`src/rtl/inv_mix_columns.sv`:
```
// Iterative AES InvMixColumns stage.
// A 128-bit state is latched on an En_IMC request and transformed COLS_PER_CYCLE
// columns per clock. The finished state is published atomically on Out_IMC
// together with Ry_IMC. The result then holds until En_IMC drops.
module inv_mix_columns #(
    parameter int COLS_PER_CYCLE = 1    // 1, 2 or 4
) (
    input  logic         Clk,
    input  logic         Rst,
    input  logic         En_IMC,
    output logic         Ry_IMC,
    output logic         Busy_IMC,
    input  logic [127:0] In_IMC,
    output logic [127:0] Out_IMC
);

    typedef enum logic [1:0] {
        IDLE,
        BUSY,
        DONE
    } state_t;

    // The counter always holds a multiple of COLS_PER_CYCLE. The step that
    // starts at column 4-COLS_PER_CYCLE is therefore the one that finishes column 3.
    localparam logic [1:0] CNT_STEP = 2'(COLS_PER_CYCLE);
    localparam logic [1:0] LAST_CNT = 2'(4 - COLS_PER_CYCLE);

    state_t        state_reg, state_next;
    logic [1:0]    cnt_reg, cnt_next;
    logic [127:0]  work_reg, work_next;
    logic [127:0]  out_reg, out_next;
    logic          ry_reg, ry_next;
    logic          busy_reg, busy_next;

    logic [1:0]    col_idx [COLS_PER_CYCLE];
    logic [31:0]   mixed   [COLS_PER_CYCLE];
    logic [127:0]  work_upd;
    logic          last_step;

    // GF(2^8) multiply by x, reduction polynomial 0x11B
    function automatic logic [7:0] xtime(input logic [7:0] b);
        return {b[6:0], 1'b0} ^ (b[7] ? 8'h1b : 8'h00);
    endfunction

    // The inverse column transform. Every coefficient is built from the
    // x2/x4/x8 chain of the same byte:
    //   09 = x8^1, 0b = x8^x2^1, 0d = x8^x4^1, 0e = x8^x4^x2
    function automatic logic [31:0] inv_mix_col(input logic [31:0] col);
        logic [7:0] a  [4];
        logic [7:0] m9 [4];
        logic [7:0] mb [4];
        logic [7:0] md [4];
        logic [7:0] me [4];
        logic [7:0] x2, x4, x8;
        for (int r = 0; r < 4; r++) begin
            a[r]  = col[31-8*r -: 8];
            x2    = xtime(a[r]);
            x4    = xtime(x2);
            x8    = xtime(x4);
            m9[r] = x8 ^ a[r];
            mb[r] = x8 ^ x2 ^ a[r];
            md[r] = x8 ^ x4 ^ a[r];
            me[r] = x8 ^ x4 ^ x2;
        end
        return {me[0] ^ mb[1] ^ md[2] ^ m9[3],
                m9[0] ^ me[1] ^ mb[2] ^ md[3],
                md[0] ^ m9[1] ^ me[2] ^ mb[3],
                mb[0] ^ md[1] ^ m9[2] ^ me[3]};
    endfunction

    // Gather column c from the row-major state. Byte (r,c) sits at [127-8*(4r+c) -: 8].
    function automatic logic [31:0] get_col(input logic [127:0] s, input logic [1:0] c);
        logic [31:0] col;
        col = '0;
        for (int r = 0; r < 4; r++) begin
            col[31-8*r -: 8] = s[127-8*(4*r+int'(c)) -: 8];
        end
        return col;
    endfunction

    // One transform lane per column handled this cycle
    generate
        for (genvar gi = 0; gi < COLS_PER_CYCLE; gi++) begin : g_lane
            assign col_idx[gi] = cnt_reg + 2'(gi);
            assign mixed[gi]   = inv_mix_col(get_col(work_reg, col_idx[gi]));
        end
    endgenerate

    assign last_step = (cnt_reg == LAST_CNT);

    // Scatter the transformed columns back into a copy of the working state
    always_comb begin
        work_upd = work_reg;
        for (int i = 0; i < COLS_PER_CYCLE; i++) begin
            for (int r = 0; r < 4; r++) begin
                work_upd[127-8*(4*r+int'(col_idx[i])) -: 8] = mixed[i][31-8*r -: 8];
            end
        end
    end

    // Next-state and next-output logic of the IDLE/BUSY/DONE sequencer
    always_comb begin
        state_next = state_reg;
        cnt_next   = cnt_reg;
        work_next  = work_reg;
        out_next   = out_reg;
        ry_next    = ry_reg;
        busy_next  = busy_reg;
        case (state_reg)
            IDLE: begin
                ry_next = 1'b0;
                if (En_IMC) begin
                    work_next  = In_IMC;
                    cnt_next   = 2'd0;
                    busy_next  = 1'b1;
                    state_next = BUSY;
                end
            end
            BUSY: begin
                work_next = work_upd;
                cnt_next  = cnt_reg + CNT_STEP;
                if (last_step) begin
                    // Publish the whole result in one update; no partial state leaks out
                    out_next   = work_upd;
                    ry_next    = 1'b1;
                    busy_next  = 1'b0;
                    cnt_next   = 2'd0;
                    state_next = DONE;
                end
            end
            DONE: begin
                // Hold until En drops, so a new run needs a fresh low-to-high request
                if (!En_IMC) begin
                    ry_next    = 1'b0;
                    state_next = IDLE;
                end
            end
            default: begin
                state_next = IDLE;
                ry_next    = 1'b0;
                busy_next  = 1'b0;
            end
        endcase
    end

    // State registers with synchronous reset that aborts any run in progress
    always_ff @(posedge Clk) begin
        if (Rst) begin
            state_reg <= IDLE;
            cnt_reg   <= 2'd0;
            work_reg  <= '0;
            out_reg   <= '0;
            ry_reg    <= 1'b0;
            busy_reg  <= 1'b0;
        end else begin
            state_reg <= state_next;
            cnt_reg   <= cnt_next;
            work_reg  <= work_next;
            out_reg   <= out_next;
            ry_reg    <= ry_next;
            busy_reg  <= busy_next;
        end
    end

    assign Ry_IMC   = ry_reg;
    assign Busy_IMC = busy_reg;
    assign Out_IMC  = out_reg;

endmodule

```
`config.mk`:
```
export PLATFORM = sky130hd
export DESIGN_NAME = inv_mix_columns
export DESIGN_NICKNAME = d
export VERILOG_FILES = /design/src/rtl/inv_mix_columns.sv
export SDC_FILE = /design/constraint.sdc
export NUM_CORES = 1
export LEC_CHECK = 0
export CAP_MARGIN = 20
export CORE_ASPECT_RATIO = 0.75
export CORE_UTILIZATION = 45
export DETAILED_ROUTE_END_ITERATION = 7
export PLACE_DENSITY = 0.7
export SETUP_SLACK_MARGIN = 0.15
export SLEW_MARGIN = 20
export SYNTH_ARGS = -nofsm -noshare
export SYNTH_HDL_FRONTEND = slang
export SYNTH_SLANG_ARGS = --single-unit
export TNS_END_PERCENT = 10
```
`constraint.sdc`:
```
create_clock -name Clk -period 5 [get_ports Clk]
set_input_delay 1.25 -clock Clk [delete_from_list [all_inputs] [get_ports Clk]]
set_output_delay 1.25 -clock Clk [all_outputs]
set_load 0.02 [all_outputs]
```
==> results_dict.tcl <==
set metrics [dict create \
    status "complete, but fails checks" \
    violations "design-rule violations" \
    grt_usage_pct 31.26 \
    clkTransAtPathRegs_ps 60 \
    cts.sinks 262 \
    reg2reg_setup_slack_ps 820 \
    clockPowerShare_pct 14.5 \
    post_drt_via_cell_ratio 6.275 \
    ys_ff_latch 262 \
    internal_power_mw 7.379 \
    skew_ps 7.730 \
    post-place-ws_ps 834.4 \
    syn_avg_cell_area_um2 9.656 \
    power_leakage_nw 6.035 \
    clock_latency_ps 540 \
    cts_setup_buffers 0 \
    setup_tns_ps 0 \
    ctsHoldBuffers 0 \
    setup_viol 0 \
    grt_pass1_vias 11787 \
    io_pins 261 \
    hpwlAfterDp_um 33980 \
    grt_overflow 0 \
    crit_arrival_ps 4630 \
    die_x_um 200.8 \
    power_frac_comb_pct 68.6 \
    p_sw_share_pct 48.99 \
    fin_crit_ps 4185 \
    vias 12399 \
    cts-resized-gates 0 \
    place_congestion 0.9191 \
    cts_root_buf "clkbuf_16" \
    firstDrtPassIters 8 \
    drive_above_1_share_pct 9.217 \
    antenna_found_initial 0 \
    htree_levels 1 \
    yosysWarnings 0 \
    cp.required_ps 5450 \
    switchingPower_mw 7.088 \
    syn_inst 1381 \
    power_density_mw_per_mm2 848.3 \
    cts_buffers 27 \
    critPathKind "reg2reg" \
    layout.cells.non_filler 1976 \
    diodes 0 \
    ant_nets 0 \
    endpoint_kind "flop" \
    nets 1702 \
    synth_area_mm2 0.01334 \
    areaGrowthSynthToFinish_pct 27.89 \
    clockBufferDepth 3 \
    cts_tree "yes" \
    synth-edff-count 0 \
    die_height_um 151.1 \
    finalHoldViolCount 0 \
    crit_fanout 19 \
    drt-total-wl_um 48210 \
    finalCritPeriodShare_pct 83.69 \
    drc_errors 1 \
    ir_drop_mv 0.8742 \
    grt_max_degree 102 \
    yosysUniqueCellTypes 47 \
    dieArea_mm2 0.03033 \
    startpoint_type "flop" \
    dp_cells 1930 \
    io_buffer_count 260 \
    drv_slew 0 \
    maxSlewHeadroom_pct 25.64 \
    drt_iter0_markers 1505 \
    fmax_mhz 239.0 \
    synth_async_sr_flop_share_pct 0 \
    hold_class "reg2reg" \
    start_util_pct 45.79 \
    ys.flop_type "dfxtp_1" \
    power_frac_seq_pct 16.9 \
    tightest_slew_ps 1108 \
    fp-row-count 54 \
    syn_nets 1516 \
    setup_ws_ps 815.3 \
    grt_pass1_wl_um 72940 \
    seq_area_frac_synth_pct 39.33 \
    rsz0062_at_grt "false" \
    core_area_mm2 0.02912 \
    routedWlPerCell_um 24.40 \
    max-cap-violations 0 \
]
[cell usage after synthesis (30+ instances only)]
cell,instances,area share (%)
nor3_1,54,2.0
mux4_2,30,5.1
a21oi_1,75,2.8
o21ai_0,52,2.0
nand2_1,117,3.3
a221oi_1,44,2.9
a211oi_1,66,3.7
clkbuf_1,103,2.9
a22oi_1,59,3.3
dfxtp_1,262,39
nor2_1,145,4.1
xnor2_1,86,5.6
a222oi_1,39,2.9
[metrics by stage]
stage	hold slack [ps]	area, um^2	power [mW]	util (%)
3_3_place_gp	434.3	16160	12.11	55.49
2_1_floorplan	446.3	13340	9.524	-
3_5_place_dp	435.8	16160	12.17	55.50
4_1_cts	445.1	17050	14.30	58.56
6_report	440.5	17050	14.47	58.56
5_1_grt	473.2	17050	15.04	58.56
[power groups by stage]
stage               Combinational, mW  Sequential, mW  Clock (mW)
floorplan                        7.11            2.41           0
finish                           9.93            2.45        2.09
CTS                              9.76            2.43        2.11
global route                     10.4            2.46        2.19
detailed placement               9.69            2.48           0
global placement                 9.63            2.47           0
[cell families (layout without fill, tap and decap cells)]
group,after synthesis,count (layout),synth area share (%)
AOI/OAI and AO/OA,413,413,22.57
and+or+nand+nor,365,365,11.55
DFF,262,262,39.33
xor gates and xnor gates,168,168,16.30
buffers and inverters,137,340,4.410
muxes,32,32,5.461
adders and majority gates,4,4,0.3753
[worst max-delay path, stage by stage (launching register included)]
cell	delay, ps
dfxtp_2	830
mux4_1	840
xnor2_4	400
xnor3_1	600
xnor3_1	540
xnor2_1	440
a22oi_1	170
a211oi_1	270
[metal layers]
metal | vias up | global-route usage [%] | wire length [um]
met2 | 785 | 46.39 | 20420
li1 | 5523 | - | -
met1 | 6019 | 45.94 | 21480
met3 | 72 | 7.035 | 5285
met5 | - | 0 | 0
met4 | 0 | 7.176 | 1026
[area by class of cell]
| cell class | count | area [um^2] |
|---|---|---|
| multi-input combinational | 982 | 7552 |
| inverter | 7 | 26.28 |
| tap | 392 | 490.5 |
| sequential | 262 | 5248 |
| timing repair buffer | 287 | 2844 |
| fill | 2509 | 12070 |
| clock inverter | 11 | 157.7 |
| clock buffer | 35 | 735.7 |
[cells in the final DEF (no fill, tap or decap), types with 30 or more instances in the layout]
master | netlist | final
dfxtp_1 | 262 | 260
clkdlybuf4s50_1 | 0 | 259
nor2_1 | 145 | 140
nand2_1 | 117 | 116
xnor2_1 | 86 | 86
a21oi_1 | 75 | 75
a211oi_1 | 66 | 66
a22oi_1 | 59 | 59
nor3_1 | 54 | 51
o21ai_0 | 52 | 49
a221oi_1 | 44 | 44
a222oi_1 | 39 | 39
mux4_2 | 30 | 30
[worst paths after layout]
path                            startpoint                          to  cells after the start
setup / recovery   cnt_reg[0]$_SDFFE_PP0P_  work_reg[115]$_SDFFE_PP0P_                      7
hold reg to reg   Out_IMC[36]$_SDFFE_PP0P_    Out_IMC[36]$_SDFFE_PP0P_                      2
hold / removal    Out_IMC[36]$_SDFFE_PP0P_    Out_IMC[36]$_SDFFE_PP0P_                      2
setup reg to reg   cnt_reg[0]$_SDFFE_PP0P_  work_reg[115]$_SDFFE_PP0P_                      7
Power figures use the tool's default switching activity.
